File: src/rtl/shift_offset_generator.sv
// Tags AXI4S beats with the barrel-shifter offset (running byte fill level), byte count and wrap flag.
// Registered output with a 2-entry skid buffer; define SHIFT_OFFSET_KEEP_CHECK_EN for the sticky tkeep check.
module shift_offset_generator #(
  parameter int WIDTH        = 512,
  parameter int BYTES        = WIDTH/8,
  parameter int OFFSET_WIDTH = $clog2(BYTES)+1
)(
  input  logic                    aclk,
  input  logic                    areset,
  input  logic [WIDTH-1:0]        s_tdata,
  input  logic [BYTES-1:0]        s_tkeep,
  input  logic                    s_tlast,
  input  logic                    s_tvalid,
  output logic                    s_tready,
  output logic [WIDTH-1:0]        m_tdata,
  output logic [BYTES-1:0]        m_tkeep,
  output logic                    m_tlast,
  output logic                    m_tvalid,
  input  logic                    m_tready,
  output logic [OFFSET_WIDTH-1:0] m_offset,
  output logic [OFFSET_WIDTH-1:0] m_bytes,
  output logic                    m_wrap,
  output logic                    o_keep_err
);

  typedef struct packed {
    logic [WIDTH-1:0]        data;
    logic [BYTES-1:0]        keep;
    logic                    last;
    logic [OFFSET_WIDTH-1:0] offset;
    logic [OFFSET_WIDTH-1:0] bytes;
    logic                    wrap;
  } beat_t;

  localparam logic [OFFSET_WIDTH:0] BYTES_W = (OFFSET_WIDTH+1)'(BYTES);

  function automatic logic [OFFSET_WIDTH-1:0] popcnt(input logic [BYTES-1:0] k);
    logic [OFFSET_WIDTH-1:0] c;
    c = '0;
    for (int i = 0; i < BYTES; i++) c = c + OFFSET_WIDTH'(k[i]);
    return c;
  endfunction

  beat_t                   main_q, main_d, skid_q, skid_d, in_beat;
  logic                    main_vld_q, main_vld_d, skid_vld_q, skid_vld_d;
  logic                    rdy_q, rdy_d;
  logic [OFFSET_WIDTH-1:0] fill_q, fill_d, pcnt;
  logic [OFFSET_WIDTH:0]   sum;
  logic                    accept, wrap;

  always_comb begin
    accept         = s_tvalid && rdy_q;
    pcnt           = popcnt(s_tkeep);
    sum            = {1'b0, fill_q} + {1'b0, pcnt};
    wrap           = (sum >= BYTES_W);
    in_beat.data   = s_tdata;
    in_beat.keep   = s_tkeep;
    in_beat.last   = s_tlast;
    in_beat.offset = fill_q;
    in_beat.bytes  = pcnt;
    in_beat.wrap   = wrap;

    // fill advances at acceptance so back-to-back beats chain without waiting on the output
    fill_d = fill_q;
    if (accept) begin
      if (s_tlast)   fill_d = '0;
      else if (wrap) fill_d = OFFSET_WIDTH'(sum - BYTES_W);
      else           fill_d = sum[OFFSET_WIDTH-1:0];
    end

    main_d     = main_q;
    main_vld_d = main_vld_q;
    skid_d     = skid_q;
    skid_vld_d = skid_vld_q;
    if (!main_vld_q || m_tready) begin
      // skid full implies rdy_q=0, so no new beat can arrive in the same cycle
      if (skid_vld_q) begin
        main_d     = skid_q;
        main_vld_d = 1'b1;
        skid_vld_d = 1'b0;
      end else if (accept) begin
        main_d     = in_beat;
        main_vld_d = 1'b1;
      end else begin
        main_vld_d = 1'b0;
      end
    end else if (accept) begin
      skid_d     = in_beat;
      skid_vld_d = 1'b1;
    end
    rdy_d = !skid_vld_d;
  end

  always_ff @(posedge aclk or posedge areset) begin
    if (areset) begin
      main_q     <= '0;
      skid_q     <= '0;
      main_vld_q <= 1'b0;
      skid_vld_q <= 1'b0;
      rdy_q      <= 1'b0;
      fill_q     <= '0;
    end else begin
      main_q     <= main_d;
      skid_q     <= skid_d;
      main_vld_q <= main_vld_d;
      skid_vld_q <= skid_vld_d;
      rdy_q      <= rdy_d;
      fill_q     <= fill_d;
    end
  end

`ifdef SHIFT_OFFSET_KEEP_CHECK_EN
  logic keep_err_q, keep_err_d, keep_gap;

  always_comb begin
    keep_gap   = |(s_tkeep & (s_tkeep + BYTES'(1)));
    keep_err_d = keep_err_q || (accept && keep_gap);
  end

  always_ff @(posedge aclk or posedge areset) begin
    if (areset) keep_err_q <= 1'b0;
    else        keep_err_q <= keep_err_d;
  end

  assign o_keep_err = keep_err_q;
`else
  assign o_keep_err = 1'b0;
`endif

  assign s_tready = rdy_q;
  assign m_tvalid = main_vld_q;
  assign m_tdata  = main_q.data;
  assign m_tkeep  = main_q.keep;
  assign m_tlast  = main_q.last;
  assign m_offset = main_q.offset;
  assign m_bytes  = main_q.bytes;
  assign m_wrap   = main_q.wrap;

endmodule

File: config.mk
export PLATFORM = sky130hd
export DESIGN_NAME = shift_offset_generator
export DESIGN_NICKNAME = d
export VERILOG_FILES = /design/src/rtl/shift_offset_generator.sv
export SDC_FILE = /design/constraint.sdc
export NUM_CORES = 2
export LEC_CHECK = 0
export ABC_AREA = 1
export CORE_AREA = 3 3 455 457
export DETAILED_ROUTE_END_ITERATION = 7
export DIE_AREA = 0 0 458 460
export SKIP_CTS_REPAIR_TIMING = 1
export SLEW_MARGIN = 20
export SYNTH_ARGS = -nofsm -noshare
export SYNTH_HDL_FRONTEND = slang
export SYNTH_SLANG_ARGS = --single-unit
File: constraint.sdc
create_clock -name aclk -period 94.1 [get_ports aclk]
set_input_delay 18.82 -clock aclk [delete_from_list [all_inputs] [get_ports aclk]]
set_output_delay 18.82 -clock aclk [all_outputs]
set_load 0.02 [all_outputs]
==> metrics.cfg <==
[synthesis]
synth_fp_nets = 6624
netlist.area_leader.share_pct = 58.55
yosysSeqAreaShare_pct = 58.55
synth-seq-cells = 1194
synth_top_area_cell = sky130_fd_sc_hd__dfrtp_1
yosys.cell_types.count = 24
synth.area.top_cells = sky130_fd_sc_hd__dfrtp_1 (59%), sky130_fd_sc_hd__nand2_1 (21%), sky130_fd_sc_hd__a31oi_1 (7.2%)
ys.warnings.count = 0
synth_cells = 5965
average_size_of_a_mapped_cell_um2 = 8.555
post_synth_instance_area_mm2 = 0.05103

[die]
floorplan.initialDensity_pct = 25.02
die_area_mm2 = 0.2107
floorplan.rows = 166
top_level_ports = 1176
core-area_mm2 = 0.2040
floorplan.die.width_um = 458
floorplan.die.height_um = 460

[worst_setup_path]
slowest_stage = sky130_fd_sc_hd__fa_1
critical_path.n_buffers_inverters = 6
cp_top_family = adder cells
max_stage_delay_ns = 0.62
critical_path.max_fanout = 4
crit_path_start_kind = primary input
required_time_of_the_critical_path_ns = 94.71
crit_path_end_kind = register
critPathMostFrequentCell = sky130_fd_sc_hd__fa_1
critPathArrivalTime_ns = 25.90
worst-setup-path-type = in2reg

[cts]
clkSinkCount = 1194
clk_transition_reported_paths_ns = 0.05
clkLatencyLatePin_ns = 0.80
cts_buffers = 144
clockRootBuffer = sky130_fd_sc_hd__clkbuf_16
tritoncts = done
cts.path.max_buffers = 3
h_tree_levels = 4

[power]
totalPowerFinal_mw = 2.417
power_per_cell_area_mw_per_mm2 = 34.72
switching_fraction_of_total_power_pct = 40.83
power_switching_mw = 0.9870
clock_power_share_pct = 23.5
p_comb_share_pct = 43.9
power.static_leakage_nw = 31.91
internal_power_mw = 1.430
seqPwrFrac_pct = 32.6
worst_ir_drop_vdd_mv = 0.07600

[layout]
mostFrequentLayoutCells = sky130_fd_sc_hd__nand2_1 (2884), sky130_fd_sc_hd__dfrtp_1 (1193), sky130_fd_sc_hd__clkdlybuf4s50_1 (1174)
nNetsFinal = 7597
syn_to_final_growth_pct = 36.42
commonest_non_fill_non_tap_cell_in_the_layout = sky130_fd_sc_hd__nand2_1
drive_above_1_share_pct = 4.070
stdcell_area_mm2 = 0.06962

[sta]
hold_viol = 0
max_clock_freq_ghz = 0.03954
worst_pin_slew_ns = 1.190
timing.final.crit_period_ns = 25.29
setup_repair_after_global_routing_missed_its_margin = false
post_route_hold_slack_ns = 0.4658
relSlewSlack_pct = 20.68
setup_tns_ns = 0
total_setup_violations_reported_at_the_end_of_the_flow = 0
finalMaxSlewViolations = 0
fin_crit_sh_pct = 26.87
fin_worst_skew_ns = 0.04661

[drt]
drcViolationCount = 0
avgRoutedWirePerCell_um = 21.01
drt_first_iter_violations = 4255
vias_per_cell = 4.613
drt-total-wl_um = 205200
route.vias.total = 45066
drtPass1Iterations = 6
antenna_violating_nets_post_route = 0

[run_status]
status = finished clean

[grt]
globalRoute.totalOverflow = 0
track_usage_pct = 18.85
grt_antenna_before_repair = 103
grt_max_degree = 259
first_global_vias = 42940
grt_pass1_wl_um = 298400

[place]
placement.cell_area_mm2 = 0.06465
place_hpwl_um = 144300
globalplace.congestion = 0.8932
port-buffer-count = 1174

[run]
cap_viol_max_count = 0

[worst_hold_path]
class_of_the_worst_hold_path = reg2reg

-- cell families after synthesis --
kind of cell / after synthesis / synth area share [%]
AOI/OAI and AO/OA: 667 / 7.995
xor gates and xnor gates: 5 / 0.08581
adders and majority gates: 78 / 2.722
buffers and inverters: 521 / 4.813
DFF: 1194 / 58.55
other: 1 / 0.007348
and+or+nand+nor: 3499 / 25.83
-- tightest hold or removal path, stage by stage (launching register included) --
cell and delay, ns:
sky130_fd_sc_hd__dfrtp_1 0.34, sky130_fd_sc_hd__nand2_1 0.05, sky130_fd_sc_hd__nand2_1 0.04
-- Yosys cell counts --
library cell,count
sky130_fd_sc_hd__a21oi_1,18
sky130_fd_sc_hd__a22o_1,1
sky130_fd_sc_hd__a31oi_1,588
sky130_fd_sc_hd__buf_2,180
sky130_fd_sc_hd__buf_4,50
sky130_fd_sc_hd__buf_6,11
sky130_fd_sc_hd__clkbuf_1,153
sky130_fd_sc_hd__conb_1,1
sky130_fd_sc_hd__dfrtp_1,1194
sky130_fd_sc_hd__fa_1,55
sky130_fd_sc_hd__ha_1,23
sky130_fd_sc_hd__inv_1,124
sky130_fd_sc_hd__inv_2,1
sky130_fd_sc_hd__inv_4,2
sky130_fd_sc_hd__nand2_1,2884
sky130_fd_sc_hd__nand2_4,2
sky130_fd_sc_hd__nand3_1,11
sky130_fd_sc_hd__nand4_1,4
sky130_fd_sc_hd__nor2_1,597
sky130_fd_sc_hd__nor2_4,1
sky130_fd_sc_hd__o211ai_1,1
sky130_fd_sc_hd__o21ai_0,59
sky130_fd_sc_hd__xnor2_1,1
sky130_fd_sc_hd__xor2_1,4
-- path summary, 6_finish.rpt --
check | from | to | slack, ns | depth (start not counted)
setup / recovery | s_tkeep[11] | skid_q[0] | 68.81 | 29
hold / removal | skid_q[556] | skid_q[556] | 0.47 | 2
setup reg to reg | skid_vld_q | m_tdata[213] | 88.80 | 8
hold reg to reg | skid_q[556] | skid_q[556] | 0.47 | 2
max in group asynchronous | areset | m_tdata[439] | 70.86 | 7
min in group asynchronous | areset | m_tdata[318] | 18.61 | 2
-- cell type report --
class                           instances  area, um2
Antenna cell                           30      75.07
Clock buffer                          204       4205
Clock inverter                         56      655.6
Fill cell                           20872     134300
Inverter                              127      524.3
Multi-Input combinational cell       4250      18700
Sequential cell                      1194      29880
Tap cell                             2688       3363
Timing Repair Buffer                 1221      12220
-- sequential cells by signal, summed over array words and instances (netlist names) --
register and count:
fill_q 7, m_bytes 7, m_offset 7, m_tdata 512, m_tkeep 64, m_tlast 1, m_tvalid 1, m_wrap 1
s_tready 1, skid_q 592, skid_vld_q 1
-- power groups by stage --
| stage | registers, mW | clock network, mW | logic [mW] |
|---|---|---|---|
| after floorplan | 0.865 | 0 | 0.576 |
| after global placement | 0.789 | 0 | 1.06 |
| after detailed placement | 0.794 | 0 | 1.07 |
| after CTS | 0.788 | 0.586 | 1.07 |
| after global routing | 0.807 | 0.607 | 1.18 |
| final | 0.788 | 0.568 | 1.06 |
-- per-stage QoR --
step	util, %	instances	setup WS, ns
3_3_place_gp	31.70	9479	68.07
5_1_grt	34.11	9748	68.55
3_5_place_dp	31.70	9479	68.10
2_1_floorplan	-	5965	41.64
6_report	34.13	9770	68.81
4_1_cts	34.08	9739	68.98
-- routing by layer --
metal  share of wire, %  up-vias  track usage (%)
li1                   -    20928                -
met1                 41    21851            23.94
met2                 43     1773            28.12
met3                 10      416            7.845
met4                4.4       98            7.932
met5               0.32        -                0
(Power assumes the default switching activity.)
